[config.mk]
export PLATFORM = sky130hd
export DESIGN_NAME = weight_bank_loader
export DESIGN_NICKNAME = d
export VERILOG_FILES = /design/src/rtl/weight_bank_loader.sv
export SDC_FILE = /design/constraint.sdc
export NUM_CORES = 1
export LEC_CHECK = 0
export BUFFER_PORTS_ARGS = -buffer_cell sky130_fd_sc_hd__buf_2
export CAP_MARGIN = 20
export CORE_MARGIN = 2
export CORE_UTILIZATION = 42
export DETAILED_ROUTE_END_ITERATION = 12
export GPL_ROUTABILITY_DRIVEN = 0
export PLACE_DENSITY = 0.8
export SYNTH_ARGS = -nofsm -noshare
export SYNTH_HDL_FRONTEND = slang
export SYNTH_SLANG_ARGS = --single-unit
[constraint.sdc]
create_clock -name clk -period 1.4 [get_ports clk]
set_input_delay 0.21 -clock clk [delete_from_list [all_inputs] [get_ports clk]]
set_output_delay 0.21 -clock clk [all_outputs]
set_load 0.03 [all_outputs]
[src/rtl/weight_bank_loader.sv]
// ---------------------------------------------------------------------------
// WeightBankLoader
//
// Purpose:
//   Streams NUM*DEPTH weight words from a valid/ready input into NUM weight
//   banks. Words are interleaved across banks: word k goes to bank k mod NUM
//   at address k div NUM. A load starts with a one-cycle start pulse in IDLE
//   and ends with a one-cycle done pulse that lines up with the final write.
//
// Ports:
//   clk       - single clock, all logic on the rising edge
//   rst       - synchronous, active-high reset
//   start     - one-cycle request to begin a load (honoured only in IDLE)
//   in_data   - incoming weight word (WIDTH bits)
//   in_valid  - in_data is valid this cycle
//   in_ready  - loader accepts a word this cycle (state is LOAD)
//   wr_en     - one-hot bank write strobe, bit i targets bank i (NUM bits)
//   wr_addr   - bank write address (ADDR bits)
//   wr_data   - bank write data (WIDTH bits)
//   busy      - high while a load is in progress
//   done      - one-cycle pulse coinciding with the final bank write
// ---------------------------------------------------------------------------
module weight_bank_loader #(
    parameter int WIDTH = 16,
    parameter int ADDR  = 10,
    parameter int NUM   = 3,
    parameter int DEPTH = 736
) (
    input  logic             clk,
    input  logic             rst,
    input  logic             start,
    input  logic [WIDTH-1:0] in_data,
    input  logic             in_valid,
    output logic             in_ready,
    output logic [NUM-1:0]   wr_en,
    output logic [ADDR-1:0]  wr_addr,
    output logic [WIDTH-1:0] wr_data,
    output logic             busy,
    output logic             done
);

    // A single bank still needs a one-bit counter so the vectors stay legal.
    localparam int BW = (NUM > 1) ? $clog2(NUM) : 1;
    localparam logic [BW-1:0]   LAST_BANK = BW'(NUM - 1);
    localparam logic [ADDR-1:0] LAST_ADDR = ADDR'(DEPTH - 1);

    typedef enum logic [1:0] {
        S_IDLE,
        S_LOAD,
        S_DONE
    } state_t;

    state_t           state_q, state_d;
    logic [BW-1:0]    bank_q, bank_d;
    logic [ADDR-1:0]  addr_q, addr_d;
    logic [NUM-1:0]   wr_en_q, wr_en_d;
    logic [ADDR-1:0]  wr_addr_q, wr_addr_d;
    logic [WIDTH-1:0] wr_data_q, wr_data_d;

    logic accept;
    logic lastWord;

    // A word moves only when the registered state says LOAD and the source
    // offers data; ready never looks at valid, so there is no comb loop.
    assign accept   = in_valid && (state_q == S_LOAD);
    assign lastWord = (bank_q == LAST_BANK) && (addr_q == LAST_ADDR);

    // State register. Reset forces IDLE regardless of start or in_valid.
    always_ff @(posedge clk) begin
        if (rst) begin
            state_q <= S_IDLE;
        end else begin
            state_q <= state_d;
        end
    end

    // Next-state logic. start is only looked at in IDLE, so a start during
    // LOAD or in the DONE cycle has no effect.
    always_comb begin
        state_d = state_q;
        case (state_q)
            S_IDLE:  if (start)               state_d = S_LOAD;
            S_LOAD:  if (accept && lastWord)  state_d = S_DONE;
            S_DONE:                           state_d = S_IDLE;
            default:                          state_d = S_IDLE;
        endcase
    end

    // Output decode, purely from the registered state.
    always_comb begin
        in_ready = (state_q == S_LOAD);
        busy     = (state_q == S_LOAD);
        done     = (state_q == S_DONE);
    end

    // Bank/address counters. The bank counter runs fastest so consecutive
    // words land in consecutive banks at the same address. After the final
    // word the address wraps to 0 so it never reaches DEPTH.
    always_comb begin
        bank_d = bank_q;
        addr_d = addr_q;
        if (state_q == S_IDLE && start) begin
            bank_d = '0;
            addr_d = '0;
        end else if (accept) begin
            if (bank_q == LAST_BANK) begin
                bank_d = '0;
                addr_d = (addr_q == LAST_ADDR) ? '0 : addr_q + ADDR'(1);
            end else begin
                bank_d = bank_q + BW'(1);
            end
        end
    end

    // Write port next values. The strobe is a one-cycle pulse following an
    // acceptance; address and data hold between writes.
    always_comb begin
        wr_en_d   = '0;
        wr_addr_d = wr_addr_q;
        wr_data_d = wr_data_q;
        if (accept) begin
            wr_en_d   = NUM'(1) << bank_q;
            wr_addr_d = addr_q;
            wr_data_d = in_data;
        end
    end

    // Datapath registers. Reset clears everything, which also guarantees no
    // stray strobe in the cycle after a mid-load abort.
    always_ff @(posedge clk) begin
        if (rst) begin
            bank_q    <= '0;
            addr_q    <= '0;
            wr_en_q   <= '0;
            wr_addr_q <= '0;
            wr_data_q <= '0;
        end else begin
            bank_q    <= bank_d;
            addr_q    <= addr_d;
            wr_en_q   <= wr_en_d;
            wr_addr_q <= wr_addr_d;
            wr_data_q <= wr_data_d;
        end
    end

    assign wr_en   = wr_en_q;
    assign wr_addr = wr_addr_q;
    assign wr_data = wr_data_q;

endmodule

==> results.md <==
- Status: complete, no violations
- Root Driver: clkbuf_8
- Vias per cell: slightly below 5
- Distinct cells, synth: 31
- Largest stage delay, worst path: 0.32 ns
- Max_cap viols: 0
- RSZ-0062 raised after global routing: no
- WL/cell: 11.43 µm
- YS warnings: 0
- CTS tree: yes
- #FFs+latches synth: 43
- First-pass iteration count of the detailed router: 4
- GRT overflow: 0
- Vert. Die Dim: between 60 and 70 µm
- Post-synth EDFFs: 0
- Crit path kind: flop to flop
- Syn avg cell area: between 8 and 9 µm²
- CP Buf/Inv Count: 1
- Setup violators final: 0
- Crit path cell chain: buf_4 -> and2b_2 -> nand3_4 -> or3_1 -> a21oi_1
- Inserted Clock Buffers: 5
- Worst-case clock skew: 0.005793 ns
- Hold Path Class: primary input to flop
- Achievable frequency: about 740 MHz
- CTS clock-pin slew for the worst setup and hold paths: ~0.080 ns
- Tcrit/Tclk final: 96.35%
- Critical path's slowest cell: dfxtp_1
- Die Width: just under 70 µm
- Arr. time, crit path: about 1.6 ns
- Starting Density: approximately 45%
- Post-Syn Area: between 0.0015 and 0.002 mm²
- Routed WL: approximately 3.5 mm
- Vias in the first global route: 1355
- CTS hold repair buffers: 0
- Port-buffer cells: a little over 50
- Max IR drop VDD: 739.5 µV
- Core area: ~0.0037 mm²
- Worst hold slack: roughly 0.13 ns
- I/O pin cnt: 52
- GRT Util Overall: between 10% and 20%
- Diode count: 0
- Rel. slew slack: between 80% and 90%
- DP HPWL: between 2 and 3 mm
- Initial antenna violation count: 0
- FFs w/ async S/R, synth: 0%
- Post-Synthesis Cells: roughly 200
- Worst-margin pin slew: about 0.23 ns
- Final instance area: 0.002181 mm²
- Fin util: 58.26%
- Max Slew Vio Count: 0
- CP required: between 1.5 and 2 ns
- Seq/Total Area, Yosys: ~51%
- Final net count: 280
- Fill count: approximately 340
- Setup TNS: 0 ns
- Syn Nets: around 220
- Fraction of layout cells with a size suffix above 1: 33.08%
- TritonCTS Sinks: 43
- Pleak: 0.0009425 µW
- CP Max Fanout: 7
- DR vias: between 1000 and 1500
- DRC viols: 0
- PwrDens: 1129 mW/mm²
- Clock tree buffer depth: 2
- First-pass GRT wire length: 5.706 mm
- CP Launch Type: flop
- CP top delay family: simple AND/OR/NAND/NOR gates
- Area Overhead vs Synth: 29.88%
- Die area: around 0.0045 mm²
- Final Hold Viols: 0
- Drt first-iter violations: 62
- CTS H-Tree Depth: 2
- Crit path capture type: flop
- Antenna-violating nets left: 0
- Largest net degree at the start of global routing: 24
- Placed instance area: 0.002051 mm²
- Final min period: around 1.3 ns
- # rows: 22
- Main flop type after synthesis: dfxtp_1
- Worst skew pair latency: 0.30 ns
[worst reg2reg max path, stage by stage, from the launching register on]
cell	delay, ns
dfxtp_1	0.32
buf_4	0.15
and2b_2	0.28
nand3_4	0.09
or3_1	0.30
a21oi_1	0.14
[logic make-up (layout without fill, tap and decap cells)]
logic type               Yosys count  after routing  share of synthesized area [%]
adder cells (fa/ha/maj)            1              1                         0.7450
buffers and inverters             12             77                          4.321
AND/OR/NAND/NOR                   97             97                          28.24
flip-flops                        43             43                          51.27
AO/OA/AOI/OAI                     34             34                          11.25
XOR/XNOR                           8              8                          4.173
[sequential cells by signal (all words and copies together) (netlist names)]
signal and cells:
bank_q 2, wr_data 16, wr_addr 10, state_q 2, addr_q 10, wr_en 3
[synth_stat cells (all sizes together) (2+ instances only)]
| master | count | area, µm² |
|---|---|---|
| xor2 | 8 | 70.07 |
| a21oi | 31 | 155.2 |
| nand4 | 4 | 25.02 |
| and2b | 2 | 16.27 |
| or3 | 2 | 13.77 |
| nor4 | 3 | 18.77 |
| nor2 | 12 | 45.04 |
| and3 | 2 | 12.51 |
| buf | 8 | 51.29 |
| clkbuf | 3 | 11.26 |
| and4b | 2 | 25.02 |
| nand2 | 58 | 217.7 |
| nand3 | 6 | 55.05 |
| dfxtp | 43 | 860.8 |
[stage by stage]
stage | setup WS [ns] | power, µW | cells
global route | 0.01190 | 2549 | 308
detailed placement | -0.003877 | 1496 | 299
CTS | 0.01242 | 2472 | 307
finish | 0.05115 | 2463 | 308
global placement | 0.03836 | 1493 | 299
floorplan | 0.07654 | 1426 | 195
[cell type report]
type	instances	area (µm²)	share of cell area [%]
repair buffers	69	394.1	18.07
clock inverters	2	35.03	1.606
well taps	48	60.06	2.754
flip-flops and latches	43	860.8	39.47
multi-input cells	140	748.2	34.31
clock buffers	6	82.58	3.787
[power breakdown]
| group | total [µW] | leakage, µW | internal, µW | switching (µW) |
|---|---|---|---|---|
| registers | 1260 | 0.000348 | 1250 | 11.3 |
| logic | 212 | 0.000533 | 76.4 | 136 |
| clock network | 994 | 0.0000612 | 577 | 417 |
[per-layer routing]
metal	share of wire [%]	track usage (%)	up-vias	wire (µm)
met5	0	0	-	0
met3	6.9	4.500	7	243
li1	-	-	778	-
met4	1.3	6.888	0	45
met2	46	30.45	51	1623
met1	46	18.87	659	1607
[cells in the final DEF (no fill, tap or decap)]
| master | count |
|---|---|
| o21ai_0 | 1 |
| or3_2 | 1 |
| nor3_1 | 1 |
| buf_6 | 1 |
| nor4b_1 | 1 |
| and4b_4 | 1 |
| a21oi_1 | 31 |
| ha_1 | 1 |
| or3_1 | 1 |
| and3b_2 | 1 |
| o31ai_4 | 1 |
| nand3b_1 | 1 |
| nand4_1 | 4 |
| xor2_1 | 8 |
| bufinv_16 | 1 |
| dfxtp_1 | 43 |
| a21o_1 | 1 |
| buf_4 | 17 |
| clkinv_2 | 1 |
| nor2_1 | 12 |
| and4_1 | 1 |
| nor2b_1 | 1 |
| nand3_1 | 4 |
| clkbuf_8 | 6 |
| and2b_2 | 2 |
| nor4_1 | 3 |
| nand2_1 | 58 |
| buf_2 | 51 |
| and3_1 | 2 |
| and4b_2 | 1 |
| nand3_4 | 2 |
[path summary, 6_finish.rpt]
| kind | start | end | slack, ns | depth (start not counted) |
|---|---|---|---|---|
| worst min-delay path | in_data[6] | wr_data[6] | 0.13 | 3 |
| worst min register to register | wr_addr[0] | wr_addr[0] | 0.46 | 2 |
| worst max register to register | bank_q[0] | addr_q[4] | 0.05 | 5 |
| worst max-delay path | bank_q[0] | addr_q[4] | 0.05 | 5 |
[what timing repair did]
item | in CTS | in global routing
endpoints found under the setup margin | 7 | 9
pin swaps | 1 | 1
gates cloned | 0 | 0
setup buffers | 0 | 1
resized for setup | 1 | 1
(Power assumes the default switching activity.)
